<file path="src/rtl/microwave_pkg.sv">
// microwave_pkg: shared types and constants for the microwave cook timer
package microwave_pkg;
  typedef logic [3:0] bcd_t;
  typedef struct packed {
    bcd_t min_t;
    bcd_t min_o;
    bcd_t sec_t;
    bcd_t sec_o;
  } time_t;
  typedef enum logic [1:0] {IDLE, ARMED, RUN, DONE} timer_state_t;
  localparam bcd_t BCD_MAX = 4'd9;
  localparam bcd_t SEC_TENS_WRAP = 4'd5;
endpackage

</file>
<file path="src/rtl/microwave_timer_if.sv">
// microwave_timer_if: keypad, controller and display signals of the cook timer
interface microwave_timer_if;
  import microwave_pkg::*;
  logic clearn;
  logic digit_valid;
  bcd_t digit_in;
  logic count_en;
  logic timer_done;
  time_t time_bcd;
  logic time_zero;
  logic running;
  modport master (output clearn, digit_valid, digit_in, count_en,
                  input timer_done, time_bcd, time_zero, running);
  modport slave (input clearn, digit_valid, digit_in, count_en,
                 output timer_done, time_bcd, time_zero, running);
endinterface

</file>
<file path="src/rtl/microwave_timer_bcd_down_digit.sv">
// bcd_down_digit: one BCD digit decrementer, wrapping to a chosen value with borrow out
module bcd_down_digit
  import microwave_pkg::*;
(
  input  bcd_t d,
  input  bcd_t wrap,
  input  logic dec,
  output bcd_t q,
  output logic borrow
);
  assign borrow = dec && d == 4'd0;
  assign q = !dec ? d : (d == 4'd0 ? wrap : d - 4'd1);
endmodule

</file>
<file path="src/rtl/microwave_timer.sv">
// microwave_timer: keypad-entered MM:SS BCD countdown raising timer_done at 00:00
module microwave_timer
  import microwave_pkg::*;
#(
  parameter int TICKS_PER_SEC = 10,
  parameter int PRESC_W = 4
) (
  input logic clk,
  input logic rst,
  microwave_timer_if.slave bus
);
  timer_state_t state, state_n;
  time_t tm, tm_n, shifted;
  logic [PRESC_W-1:0] presc, presc_n;
  logic done, done_n, tick;
  logic [15:0] dec_time;
  logic [3:0] bor, dec_in;
  assign tick = state == RUN && bus.count_en && presc == PRESC_W'(TICKS_PER_SEC - 1);
  assign dec_in = {bor[2:0], tick};
  assign shifted = {tm[11:0], bus.digit_in};
  genvar i;
  for (i = 0; i < 4; i++) begin : g_dig
    bcd_down_digit u_dig (
      .d(tm[4*i +: 4]),
      .wrap(i == 1 ? SEC_TENS_WRAP : BCD_MAX),
      .dec(dec_in[i]),
      .q(dec_time[4*i +: 4]),
      .borrow(bor[i])
    );
  end
  // next state: clear beats digit entry beats countdown
  always_comb begin
    state_n = state;
    tm_n = tm;
    presc_n = presc;
    done_n = done;
    if (!bus.clearn) begin
      state_n = IDLE;
      tm_n = '0;
      presc_n = '0;
      done_n = 1'b0;
    end else if (bus.digit_valid && bus.digit_in <= BCD_MAX && state != RUN) begin
      tm_n = shifted;
      done_n = 1'b0;
      state_n = shifted != '0 ? ARMED : IDLE;
    end else if (state == ARMED && bus.count_en) begin
      state_n = RUN;
    end else if (state == RUN && !bus.count_en) begin
      state_n = ARMED;
    end else if (tick) begin
      presc_n = '0;
      tm_n = bor[3] ? tm : dec_time;
      if (dec_time == '0) begin
        state_n = DONE;
        done_n = 1'b1;
      end
    end else if (state == RUN) begin
      presc_n = presc + 1'b1;
    end
  end
  // state, time, prescaler and done registers
  always_ff @(posedge clk) begin
    if (rst) begin
      state <= IDLE;
      tm <= '0;
      presc <= '0;
      done <= 1'b0;
    end else begin
      state <= state_n;
      tm <= tm_n;
      presc <= presc_n;
      done <= done_n;
    end
  end
  assign bus.time_bcd = tm;
  assign bus.time_zero = tm == '0;
  assign bus.timer_done = done;
  assign bus.running = state == RUN;
endmodule

</file>
<file path="src/flat_wrapper.sv">
// flat-port wrapper written by rule: the top's interface ports become plain ports
module microwave_timer_flat import microwave_pkg::*;
#(
  parameter int TICKS_PER_SEC = 10,
  parameter int PRESC_W = 4
)
  (clk, rst, bus_clearn, bus_digit_valid, bus_digit_in, bus_count_en, bus_timer_done, bus_time_bcd, bus_time_zero, bus_running);
  microwave_timer_if bus_i ();
  input logic clk;
  input logic rst;
  input wire logic [$bits(bus_i.clearn)-1:0] bus_clearn;
  input wire logic [$bits(bus_i.digit_valid)-1:0] bus_digit_valid;
  input wire logic [$bits(bus_i.digit_in)-1:0] bus_digit_in;
  input wire logic [$bits(bus_i.count_en)-1:0] bus_count_en;
  output wire logic [$bits(bus_i.timer_done)-1:0] bus_timer_done;
  output wire logic [$bits(bus_i.time_bcd)-1:0] bus_time_bcd;
  output wire logic [$bits(bus_i.time_zero)-1:0] bus_time_zero;
  output wire logic [$bits(bus_i.running)-1:0] bus_running;
  assign bus_i.clearn = bus_clearn;
  assign bus_i.digit_valid = bus_digit_valid;
  assign bus_i.digit_in = bus_digit_in;
  assign bus_i.count_en = bus_count_en;
  assign bus_timer_done = bus_i.timer_done;
  assign bus_time_bcd = bus_i.time_bcd;
  assign bus_time_zero = bus_i.time_zero;
  assign bus_running = bus_i.running;
  microwave_timer #(.TICKS_PER_SEC(TICKS_PER_SEC), .PRESC_W(PRESC_W)) u_core (.clk(clk), .rst(rst), .bus(bus_i));
endmodule
</file>
<file path="config.mk">
export PLATFORM = sky130hd
export DESIGN_NAME = microwave_timer_flat
export DESIGN_NICKNAME = d
export VERILOG_FILES = /design/src/rtl/microwave_pkg.sv /design/src/rtl/microwave_timer_if.sv /design/src/rtl/microwave_timer_bcd_down_digit.sv /design/src/rtl/microwave_timer.sv /design/src/flat_wrapper.sv
export SDC_FILE = /design/constraint.sdc
export NUM_CORES = 1
export LEC_CHECK = 0
export CELL_PAD_IN_SITES_DETAIL_PLACEMENT = 0
export CELL_PAD_IN_SITES_GLOBAL_PLACEMENT = 2
export CORE_MARGIN = 2
export CORE_UTILIZATION = 26
export DETAILED_ROUTE_END_ITERATION = 7
export HOLD_SLACK_MARGIN = 0.03
export PLACE_DENSITY = 0.79
export SETUP_SLACK_MARGIN = 0.5
export SLEW_MARGIN = 20
export SYNTH_ARGS = -nofsm -noshare
export SYNTH_HDL_FRONTEND = slang
export SYNTH_SLANG_ARGS = --single-unit
</file>
<file path="constraint.sdc">
create_clock -name clk -period 2.35 [get_ports clk]
set_clock_uncertainty 0.1 [all_clocks]
set_input_delay 0.47 -clock clk [delete_from_list [all_inputs] [get_ports clk]]
set_output_delay 0.47 -clock clk [all_outputs]
set_load 0.02 [all_outputs]
</file>
Word-level counts from Yosys, hierarchy flattened

Index checks and enable logic that the tools add are counted.

Register bits: 23
Output and inout port bits: 19
Word-level logic and storage cells: 73

Add/sub/neg operators: 5
$lt $le $gt $ge: 1
Equality and inequality tests: 7
Multiplexer cells: 21
Bitwise operators: 4
Reductions and logical operators: 28

Operators with widths:

| kind                                                   | number |
|---|---|
| two-way mux 16 bit                                     | 5 |
| two-way mux 4 bit                                      | 10 |
| zero test 16 bit                                       | 2 |
| zero test 4 bit                                        | 4 |
| nonzero test 16 bit                                    | 1 |
| subtractor 4 x 1 -> 4 bit (second input constant)      | 4 |
| AND reduction 4 bit                                    | 3 |
| logical AND 1 bit                                      | 10 |
| two-way mux 2 bit                                      | 5 |
| nonzero test 4 bit                                     | 2 |
| inequality test 2 x 1 -> 1 bit (second input constant) | 3 |
| adder 4 x 1 -> 4 bit (second input constant)           | 1 |
| equality test 4 bit (second input constant)            | 1 |
| <= comparator 4 bit (second input constant)            | 1 |
| inverter 1 bit                                         | 4 |
| nonzero test 2 bit                                     | 2 |
| OR reduction 3 bit                                     | 1 |
| equality test 2 x 1 -> 1 bit (second input constant)   | 1 |
| equality test 2 bit (second input constant)            | 1 |
| inequality test 2 bit (second input constant)          | 1 |
| AND reduction 2 bit                                    | 1 |
| OR reduction 2 bit                                     | 1 |
| zero test 1 bit                                        | 1 |
| two-way mux 1 bit                                      | 1 |

Longest topological paths before layout

Gate-level depths: netlist of run 1.

Word-level depth: 13
Mapped depth: 7

Hierarchy

A second synthesis of run 1 with hierarchy kept.

Cell total of the unflattened synthesis: 246
Area total of the unflattened synthesis: 1915.6 um2

By module, submodules not included:

| module          | instances | cells each | area each (um2) | sequential area each (um2) |
|---|---|---|---|---|
| microwave_timer | 1         | 154        | 1275.0          | 460.4 |
| bcd_down_digit  | 4         | 23         | 160.2           | 0.0 |

Worst setup path after synthesis of run 1

No wires, ideal clock.

Path kind: register -> register
Start: reg u_core.tm, in the netlist u_core.bus.time_bcd[0]
End: reg u_core.done, in the netlist u_core.bus.timer_done
Arrival: 2.443 ns
Path slack: -0.279 ns
Cell stages (with the launch flop): 8
Period minus slack after synthesis: 2.629 ns
Cells stage by stage: dfxtp_1 > buf_6 > or4_1 > buf_2 > nor4_1 > mux2_2 > or4_1 > a211oi_1

Longest elaborated chain between the ends: 7
Elaborated cells on any way between the ends: 12

RTL lines:

| element                                                           | line                  | text |
|---|---|---|
| from (decl)                                                       | microwave_timer.sv:13 | `time_t tm, tm_n, shifted;` |
| from (signal assigned)                                            | microwave_timer.sv:70 | `tm <= tm_n;` |
| branches (longest 5 deep; another with subtractor 4 x 1 -> 4 bit) | -                     |  |
| zero test 16 bit *                                                | microwave_timer.sv:53 | `if (dec_time == '0) begin` |
| AND reduction 4 bit (no source line) *                            | -                     |  |
| to (signal assigned)                                              | microwave_timer.sv:72 | `done <= done_n;` |
| to (decl)                                                         | microwave_timer.sv:15 | `logic done, done_n, tick;` |

Every way passes the cells marked *.
A chain may end at the register's enable or synchronous reset.

Final worst setup path of run 1

Start: reg u_core.tm, in the netlist u_core.bus.time_bcd[9]
End: reg u_core.done, in the netlist u_core.bus.timer_done

Longest elaborated chain between the ends: 5
Elaborated cells on any way between the ends: 8

RTL lines:

| element                                                      | line                                                                       | text |
|---|---|---|
| subtractor 4 x 1 -> 4 bit or zero test 4 bit (tied branches) | microwave_timer_bcd_down_digit.sv:12, microwave_timer_bcd_down_digit.sv:11 |  |
| two-way mux 4 bit or logical AND 1 bit (tied branches)       | microwave_timer_bcd_down_digit.sv:12, microwave_timer_bcd_down_digit.sv:11 |  |
| two-way mux 4 bit                                            | microwave_timer_bcd_down_digit.sv:12                                       | `assign q = !dec ? d : (d == 4'd0 ? wrap : d - 4'd1);` |
| zero test 16 bit *                                           | microwave_timer.sv:53                                                      |  |
| AND reduction 4 bit (no source line) *                       | -                                                                          |  |

Mark *: on every way between the ends. The rest lies on a longest branch, timed or not.

==> results of run 1 <==
-- cell usage after synthesis, drive strengths merged (2+ instances only) --
cell type	instances	share of area
and3	2	0.0091
o21ai	15	0.055
nor4	5	0.027
dfxtp	23	0.33
a22oi	2	0.011
a31oi	6	0.027
o211ai	2	0.011
ha	2	0.018
xor2	3	0.019
nand2b	2	0.0091
nand2	7	0.021
or3	3	0.021
clkbuf	5	0.014
buf	5	0.026
a21oi	13	0.047
nor2	21	0.057
nand3	10	0.036
a211oi	5	0.027
inv	5	0.014
or4	7	0.042
xnor2	4	0.025
nor3	6	0.025
-- metal layers --
metal | part of all wire | vias up | track usage
met2 | 0.46 | 47 | 0.251
met4 | 0.011 | 0 | 0.0618
li1 | - | 775 | -
met1 | 0.47 | 763 | 0.212
met3 | 0.055 | 4 | 0.0247
met5 | 0 | - | 0
-- flip-flops by register name, summed over array words and instances (netlist names) --
name / cells
u_core.bus.time_bcd: 16
u_core.presc: 4
u_core.state: 2
u_core.bus.timer_done: 1
-- kinds of logic after synthesis --
logic type | Yosys count
AND/OR/NAND/NOR | 71
AO/OA/AOI/OAI | 52
flip-flops | 23
buffers and inverters | 15
XOR/XNOR | 7
multiplexers | 2
adder cells (fa/ha/maj) | 2
-- report_power, final --
part,internal (uW),switching (uW),total [uW]
sequential,399,7.09,406
combinational,155,147,302
clock,121,131,253
-- tightest hold or removal path: cells and delay by family (launching register included) --
kind | cells | cell delay [ns]
buffers and inverters | 1 | 0.06
AOI/OAI and AO/OA | 1 | 0.06
DFF | 1 | 0.31
-- through the flow --
step / worst slack [ns] / TNS, ns / hold slack, ns
floorplan: -0.0581 / -0.0757 / 0.375
global placement: -0.178 / -0.782 / 0.358
detailed placement: -0.212 / -0.920 / 0.356
CTS: -0.0322 / -0.0493 / 0.375
global route: -0.0780 / -0.164 / 0.389
finish: -0.0363 / -0.0512 / 0.372
-- timing repair --
item,CTS,global route
endpoints found under the setup margin,36,22
gates resized for setup,56,19
setup buffers,4,2
pin swaps,10,8
-- area by class of cell --
type                            instances  area (um^2)
Clock buffer                            4         45.0
Multi-Input combinational cell        134         1030
Sequential cell                        23          472
Inverter                                5         18.8
Tap cell                               70         87.6
Timing Repair Buffer                   72          638
Fill cell                             516         2810
-- worst min-delay path by stage --
stage	startpoint	endpoint	slack, ns
detailed placement	u_core.bus.timer_done	u_core.bus.timer_done	0.36
global route	u_core.bus.timer_done	u_core.bus.timer_done	0.39
finish	u_core.bus.timer_done	u_core.bus.timer_done	0.37
global placement	u_core.bus.timer_done	u_core.bus.timer_done	0.36
floorplan	u_core.state[0]	u_core.state[1]	0.37
CTS	u_core.bus.timer_done	u_core.bus.timer_done	0.38
==> impl_metrics.py, run 1 <==
metrics = {
    "run_status": {
        "status": "complete, but fails checks",
        "failed_checks": "setup timing",
    },
    "global_route": {
        "grt_total_usage": 0.157,
        "first_global_vias": 1569,
        "grt_first_pass_wirelength_um": 7490,
        "antenna_violations_before_repair": 0,
        "grt_overflow": 0,
        "maximum_number_of_pins_on_one_net_before_global_route_repair": 19,
    },
    "logic_synthesis": {
        "async_sr_flop_fraction": 0,
        "synth_compound_area_frac": 0.235,
        "ys_types": 49,
        "syn_nets": 183,
        "synth.ff_latch_count": 23,
        "post_synth_and_or_nand_nor_area_fraction": 0.299,
        "post_synth_xor_area_fraction": 0.0445,
        "yosys_warnings": 0,
        "seq_area_frac_synth": 0.335,
        "synth_flop_cell": "sky130_fd_sc_hd__dfxtp_1",
        "post_synth_fa_ha_maj_area_fraction": 0.0182,
        "synth_mux_area_frac": 0.0155,
        "syn_area_um2": 1380,
        "number_of_enable_type_register_cells_in_the_synthesized_netlist": 0,
        "synth.avg_cell_area_um2": 8.00,
        "syn-instance-count": 172,
        "synth_top_family_by_area": "simple AND/OR/NAND/NOR gates",
    },
    "timing": {
        "fin_crit_sh": 1.02,
        "grt_setup_unrepaired": "yes",
        "fmaxAchievable_mhz": 419,
        "fin_ws_ns": -0.0363,
        "timing_max_transition_violations_final": 0,
        "worst_slew_pin_slew_ns": 0.525,
        "post-route-min-period_ns": 2.39,
        "timing.max_slew.rel_slack": 0.650,
        "hold_viol_final": 0,
        "setup_violations": 2,
    },
    "layout": {
        "design_area_um2": 2290,
        "layoutNonFillerInstCount": 308,
        "fin_util": 0.449,
        "num_antenna_cells": 0,
        "layout-area-overhead-vs-synth_pct": 66.6,
        "layout_common_cells": "sky130_fd_sc_hd__buf_4, sky130_fd_sc_hd__nor2_1, sky130_fd_sc_hd__dlygate4sd2_1, sky130_fd_sc_hd__dfxtp_1",
        "drive_above_1_share": 0.399,
        "design.final.nets": 250,
        "most_frequent_standard_cell_in_the_layout_excluding_fill_and_tap_cells": "sky130_fd_sc_hd__buf_4",
    },
    "clock_tree": {
        "clock_pin_slew_reported_for_the_worst_setup_and_hold_paths_after_clock_tree_synthesis_ns": 0.09,
        "cts.sink_count": 23,
        "post_cts_hold_buffer_count": 0,
        "clock_insertion_delay_worst_skew_ns": 0.27,
        "root_buffer_selected_by_cts": "sky130_fd_sc_hd__clkbuf_8",
        "cts_tree": "done",
        "clk_path_buf_depth": 2,
        "cts-buffers-inserted": 3,
        "cts.htree.levels": 1,
    },
    "placement": {
        "finalWeightedCongestion": 0.800,
        "buffer_ports.inserted": 27,
        "place_hpwl_um": 3230,
        "place_inst": 298,
        "placed_area_um2": 2010,
    },
    "setup_path": {
        "timing.reg2reg.worst_path_depth": 6,
        "data_arrival_time_of_the_critical_path_ns": 2.47,
        "critical_path_buf_inv_count": 1,
        "critical_path_depth": 6,
        "crit_fanout": 3,
        "top_cell_by_count_worst_path": "sky130_fd_sc_hd__or4_4",
        "kind_of_start_point_of_the_critical_path": "flop",
        "timing.setup.critical_path_class": "flop to flop",
        "timing.critical_path.slowest_cell_delay_ns": 0.56,
        "worst-endpoint-required_ns": 2.43,
        "timing.reg2reg.setup_slack_ns": -0.04,
        "critPathCapture": "u_core.bus.timer_done",
        "kind_of_cell_adding_the_most_delay_to_the_critical_path": "simple AND/OR/NAND/NOR gates",
        "worstPathCellList": "or4_4 -> buf_6 -> or3_4 -> xnor2_2 -> or4_4 -> a211oi_2",
        "timing.critical_path.from": "u_core.bus.time_bcd[9]",
        "cpMaxStageDelayCell": "sky130_fd_sc_hd__or4_4",
        "timing.rr.start": "u_core.bus.time_bcd[9]",
        "rr_endpoint": "u_core.bus.timer_done",
        "critPathCaptureType": "flop",
    },
    "power": {
        "power_density_nw_per_um2": 419,
        "leak_uw": 0.000935,
        "design_power_total_uw": 961,
        "irDropWorstVdd_mv": 0.195,
    },
    "detailed_routing": {
        "count_of_vias_placed_by_the_detailed_router": 1589,
        "finalWirelength_um": 4510,
        "drc_errors": 0,
        "initialDrtViolationCount": 66,
        "drt.antenna.violating_nets": 0,
        "detail_route.first_pass.iterations": 4,
        "detail_route.wl_per_cell_um": 14.6,
        "avgViaCountPerCell": 5.16,
    },
    "floorplanning": {
        "placeableCoreArea_um2": 5110,
        "effective_utilization_at_floorplan": 0.269,
        "die-width_um": 76.8,
        "boundaryPins": 28,
        "floorplan.die_area_um2": 5890,
        "placement_rows": 26,
        "die-height_um": 76.8,
    },
    "worst_hold_path": {
        "hold_path_class": "flop to flop",
        "hold_depth": 2,
    },
    "run": {
        "maxCapViolations": 0,
    },
}
Note: power is estimated with default switching activity, not from simulation.
==> run 2, diff against run 1 <==
- HOLD_SLACK_MARGIN: 0.03 -> unset
==> results of run 2 <==
The final DEF is identical to that of run 1; final timing and power are the same.
==> run 3, diff against run 2 <==
- CTS_CLUSTER_SIZE: unset -> 14
- SLEW_MARGIN: 20 -> unset
==> results of run 3 <==
The final DEF is identical to that of run 1; final timing and power are the same.
